`src/rtl/pulse_period_meter.sv`:
```
// Measures clk_in cycles between rising edges of pulse_in, with lock detection
// on a stable period and overflow reporting when pulses stop.
module pulse_period_meter #(
    parameter int unsigned      WIDTH       = 24,
    parameter int unsigned      SYNC_STAGES = 2,
    parameter logic [WIDTH-1:0] MAX_PERIOD  = '1,
    parameter int unsigned      LOCK_COUNT  = 4
) (
    input  logic             clk_in,
    input  logic             rst_in,
    input  logic             en_in,
    input  logic             pulse_in,
    output logic [WIDTH-1:0] period_out,
    output logic             period_valid_out,
    output logic             locked_out,
    output logic             overflow_out
);
    localparam int unsigned   MW     = 4;
    localparam logic [MW-1:0] LOCK_N = MW'(LOCK_COUNT);

    typedef enum logic [1:0] {
        IDLE     = 2'd0,
        MEASURE  = 2'd1,
        OVERFLOW = 2'd2
    } state_t;

    logic [SYNC_STAGES-1:0] sync_q;
    logic                   dly_q;
    logic                   edge_q;

    state_t                 state_q, state_d;
    logic [WIDTH-1:0]       cnt_q, cnt_d, cnt_inc;
    logic [MW-1:0]          match_q, match_d;
    logic [WIDTH-1:0]       period_q, period_d;
    logic                   valid_q, valid_d;
    logic                   locked_q, locked_d;
    logic                   overflow_q, overflow_d;

    // Synchronizer, delay flop and registered rising-edge detect
    always_ff @(posedge clk_in or negedge rst_in) begin
        if (!rst_in) begin
            sync_q <= '0;
            dly_q  <= 1'b0;
            edge_q <= 1'b0;
        end else begin
            sync_q[0] <= pulse_in;
            for (int i = 1; i < int'(SYNC_STAGES); i++) begin
                sync_q[i] <= sync_q[i-1];
            end
            dly_q  <= sync_q[SYNC_STAGES-1];
            edge_q <= sync_q[SYNC_STAGES-1] & ~dly_q;
        end
    end

    // State and result registers
    always_ff @(posedge clk_in or negedge rst_in) begin
        if (!rst_in) begin
            state_q    <= IDLE;
            cnt_q      <= '0;
            match_q    <= '0;
            period_q   <= '0;
            valid_q    <= 1'b0;
            locked_q   <= 1'b0;
            overflow_q <= 1'b0;
        end else begin
            state_q    <= state_d;
            cnt_q      <= cnt_d;
            match_q    <= match_d;
            period_q   <= period_d;
            valid_q    <= valid_d;
            locked_q   <= locked_d;
            overflow_q <= overflow_d;
        end
    end

    // Next-state logic; a disable overrides any edge seen in the same cycle
    always_comb begin
        state_d    = state_q;
        cnt_d      = cnt_q;
        match_d    = match_q;
        period_d   = period_q;
        valid_d    = 1'b0;
        locked_d   = locked_q;
        overflow_d = overflow_q;
        cnt_inc    = (cnt_q == MAX_PERIOD) ? cnt_q : cnt_q + WIDTH'(1);

        if (!en_in) begin
            state_d    = IDLE;
            cnt_d      = '0;
            match_d    = '0;
            locked_d   = 1'b0;
            overflow_d = 1'b0;
        end else begin
            case (state_q)
                IDLE: begin
                    if (edge_q) begin
                        state_d = MEASURE;
                        cnt_d   = WIDTH'(1);
                    end else begin
                        cnt_d = '0;
                    end
                end
                MEASURE: begin
                    if (edge_q) begin
                        period_d = cnt_q;
                        valid_d  = 1'b1;
                        cnt_d    = WIDTH'(1);
                        if (cnt_q == period_q) begin
                            match_d = (match_q >= LOCK_N) ? LOCK_N : match_q + MW'(1);
                        end else begin
                            match_d = MW'(1);
                        end
                        locked_d = (match_d >= LOCK_N);
                    end else if (cnt_q == MAX_PERIOD) begin
                        state_d    = OVERFLOW;
                        overflow_d = 1'b1;
                        locked_d   = 1'b0;
                        match_d    = '0;
                    end else begin
                        cnt_d = cnt_inc;
                    end
                end
                OVERFLOW: begin
                    if (edge_q) begin
                        state_d    = MEASURE;
                        overflow_d = 1'b0;
                        cnt_d      = WIDTH'(1);
                    end else begin
                        cnt_d = cnt_inc;
                    end
                end
                default: begin
                    state_d = IDLE;
                    cnt_d   = '0;
                end
            endcase
        end
    end

    assign period_out       = period_q;
    assign period_valid_out = valid_q;
    assign locked_out       = locked_q;
    assign overflow_out     = overflow_q;

endmodule

```
`config.mk`:
```
export PLATFORM = sky130hd
export DESIGN_NAME = pulse_period_meter
export DESIGN_NICKNAME = d
export VERILOG_FILES = /design/src/rtl/pulse_period_meter.sv
export SDC_FILE = /design/constraint.sdc
export NUM_CORES = 1
export LEC_CHECK = 0
export CAP_MARGIN = 20
export CORE_MARGIN = 1.5
export CORE_UTILIZATION = 61
export CTS_CLUSTER_DIAMETER = 40
export CTS_CLUSTER_SIZE = 14
export DETAILED_ROUTE_END_ITERATION = 10
export PLACE_DENSITY = 0.81
export SETUP_SLACK_MARGIN = 0.4
export SLEW_MARGIN = 30
export SYNTH_ARGS = -nofsm -noshare
export SYNTH_HDL_FRONTEND = slang
export SYNTH_SLANG_ARGS = --single-unit
```
`constraint.sdc`:
```
create_clock -name clk_in -period 3.3 [get_ports clk_in]
set_input_delay 0.33 -clock clk_in [delete_from_list [all_inputs] [get_ports clk_in]]
set_output_delay 0.33 -clock clk_in [all_outputs]
set_load 0.005 [all_outputs]
```
==> impl_results.md <==
- Most common cell in the netlist: dfrtp_1
- Max-Cap Viols: 0
- Combinational power share: 4.6%
- Avg WL per Cell: 16.7 um
- Clock tree sinks: 61
- Gr usage total: 27.3%
- Antenna violations before repair: 0
- Hold WS: -0.00287 ns
- Die height: 74.3 um
- Worst Max-Slew Pin Slew: 0.713 ns
- Yosys reg bits: 61
- Max Freq: 393 MHz
- Die area: 5520 sq um
- I/O Buffers: 30
- Max FO, Critical Path: 18
- Final clock skew: 0.00942 ns
- Vias in the first global route: 2250
- Mapped Cells: 300
- Clk buf depth: 2
- TritonRoute pass-1 iters: 6
- Clock Tree Root: clkbuf_8
- Leakage: 0.00175 uW
- Yosys cell types: 42
- Initial drt markers: 206
- Total CTS buffers: 9
- Syn nets: 310
- Chip width: 74.3 um
- Slew Viols, Final: 0
- Hpwl dp: 4.64 mm
- RSZ-0062 raised after global routing: false
- H-Tree Depth: 3
- Switching power: 322 uW
- Sequential fraction of the synthesis area: 49.2%
- Clock power share: 43.2%
- VDD IR max: 0.000300 V
- Vias per std cell: 6.13
- Avg Synthesized Cell Area: 10.3 sq um
- Initial Util: 64.4%
- Core area: 4820 sq um
- Ratio of cells with drive above 1 in the final layout: 12.6%
- Worst path arrival time: 2.75 ns
- Final instance area: 3640 sq um
- Post-synth EDFFs: 0
- Final Hold Viols: 2
- Setup TNS: 0 ns
- CTS tree: yes
- Post-CTS Setup Repair Bufs: 0
- Switching Fraction: 22.1%
- GR Overflow Total: 0
- Synth top area share: 49.2%
- RD Place Congestion: 0.873
- Placed cell area: 3460 sq um
- Drc violations: 0
- Drt total wl: 6.72 mm
- Asr flop ratio synth: 100%
- Yosys warning count: 0
- Failing checks: hold timing
- Fin nets: 341
- Critical setup path kind: reg -> reg
- Setup violations, final: 0
- Clock transition at path regs: 0.07 ns
- Post-synth top cells: dfrtp_1 (61), xor2_1 (32), o21ai_0 (28)
- Total number of vias: 2457
- Worst hold path class: in -> async
- Final min period: 2.54 ns
- Hold-fix buffers at CTS: 0
- Pint: 1140 uW
- Ranking of synthesized cells by area: dfrtp_1 (49%), xor2_1 (9.0%), mux2_2 (6.9%)
- Reg power frac: 52.2%
- Rel. slew slack: 52.4%
- CP startpoint kind: flop
- Reg2reg path depth: 6
- Most used DFF post-synth: dfrtp_1
- Io pins: 31
- Post-route ant nets: 0
- Final period util: 77.1%
- Clock Latency Late Sink: 0.34 ns
- Critical Path Sink Type: flop
- Largest area contributor in the netlist: dfrtp_1
- Largest net degree at the start of global routing: 49
- Outcome: finished with violations
- Layout area overhead: 17.3%
- Synth Cell Area: 3100 sq um
- First-pass GRT wire length: 11.1 mm
- Pwr dens: 402 nW/um^2
- Diodes inserted: 0
- WP data required: 3.50 ns
- Post-CTS Resized: 0
- Row count: 25
- Tot Pwr: 1460 uW
[cell type report]
type                       instances  area, sq um
inverter                          10         37.5
clock buffer                      12          145
fill                             375         1180
multi-input combinational        214         1470
tap                               67         83.8
clock inverter                     2         35.0
timing repair buffer              35          335
sequential                        61         1530
[metal layers]
| layer | vias to the layer above | wire length [um] | track usage [%] |
|---|---|---|---|
| met4 | 0 | 127 | 10.3 |
| met2 | 111 | 3080 | 40.1 |
| li1 | 1120 | - | - |
| met1 | 1211 | 3000 | 38.5 |
| met5 | - | 0 | 0 |
| met3 | 15 | 506 | 8.40 |
[state kept, by name, indices dropped and copies added, names as in the netlist]
| name | flops |
|---|---|
| cnt_q | 24 |
| state_q | 2 |
| period_out | 24 |
| match_q | 4 |
| overflow_out | 1 |
| dly_q | 1 |
| period_valid_out | 1 |
| sync_q | 2 |
| locked_out | 1 |
| edge_q | 1 |
[path summary, 6_finish.rpt]
path | start | to | slack (ns)
max | cnt_q[0]$_DFFE_PN0P_ | cnt_q[9]$_DFFE_PN0P_ | 0.76
min | rst_in | match_q[1]$_DFFE_PN0P_ | -0.003
max reg2reg | cnt_q[0]$_DFFE_PN0P_ | cnt_q[9]$_DFFE_PN0P_ | 0.76
min reg2reg | sync_q[0]$_DFF_PN0_ | sync_q[1]$_DFF_PN0_ | 0.35
max in group asynchronous | rst_in | period_out[5]$_DFFE_PN0P_ | 2.73
min in group clk_in | sync_q[0]$_DFF_PN0_ | sync_q[1]$_DFF_PN0_ | 0.35
[power groups by stage]
stage	registers [uW]	clock network [uW]	logic, uW
finish	762	630	67.8
floorplan	773	0	34.9
detailed placement	776	0	68.0
CTS	762	640	68.2
global placement	775	0	67.6
global route	762	687	77.8
[kinds of logic after synthesis]
logic type	count (synthesis)	synth area share [%]
simple gates	97	17.6
flops	61	49.2
compound gates	54	9.84
xor+xnor	37	10.4
buf+inv	25	3.27
mux	20	7.22
fa+ha+maj	6	2.42
[through the flow]
| stage | hold slack [ns] | worst slack, ns | utilization [%] | std cells |
|---|---|---|---|---|
| 2_1_floorplan | 0.0344 | 1.47 | - | 300 |
| 3_3_place_gp | 0.337 | 0.997 | 71.7 | 387 |
| 3_5_place_dp | 0.339 | 0.848 | 71.8 | 387 |
| 4_1_cts | 0.0113 | 0.824 | 75.5 | 401 |
| 5_1_grt | 0.0375 | 0.480 | 75.5 | 401 |
| 6_report | -0.00287 | 0.757 | 75.5 | 401 |
[placed cells by master (no fill, tap or decap), types with 2 or more instances in the layout]
cell type         n
xor2_1           32
nand2_1          27
and3_1            2
and4_1            2
and2_1            2
ha_1              6
o21ai_0          28
a31oi_1           2
nand3_1           9
nand3b_1          2
clkbuf_8         10
dfrtp_1          61
nor3_2            2
inv_1            10
nor4_1            7
xnor2_1           5
o21ai_1           6
clkdlybuf4s50_1  29
o31ai_1           6
nand4_1          13
mux2_2           19
nor2_1           14
nor3b_1           2
clkbuf_1          2
a21oi_1           6
nor2b_1           3
buf_4             6
nor3_1            5
[critical path, stage by stage (launching register included)]
cell and delay [ns]:
dfrtp_1 0.46, ha_1 0.25, nand3_1 0.20, nor2_1 0.41, nand4_1 0.66, nand4_1 0.33, o21ai_0 0.11
No activity file was read; power rests on OpenSTA's default activity.
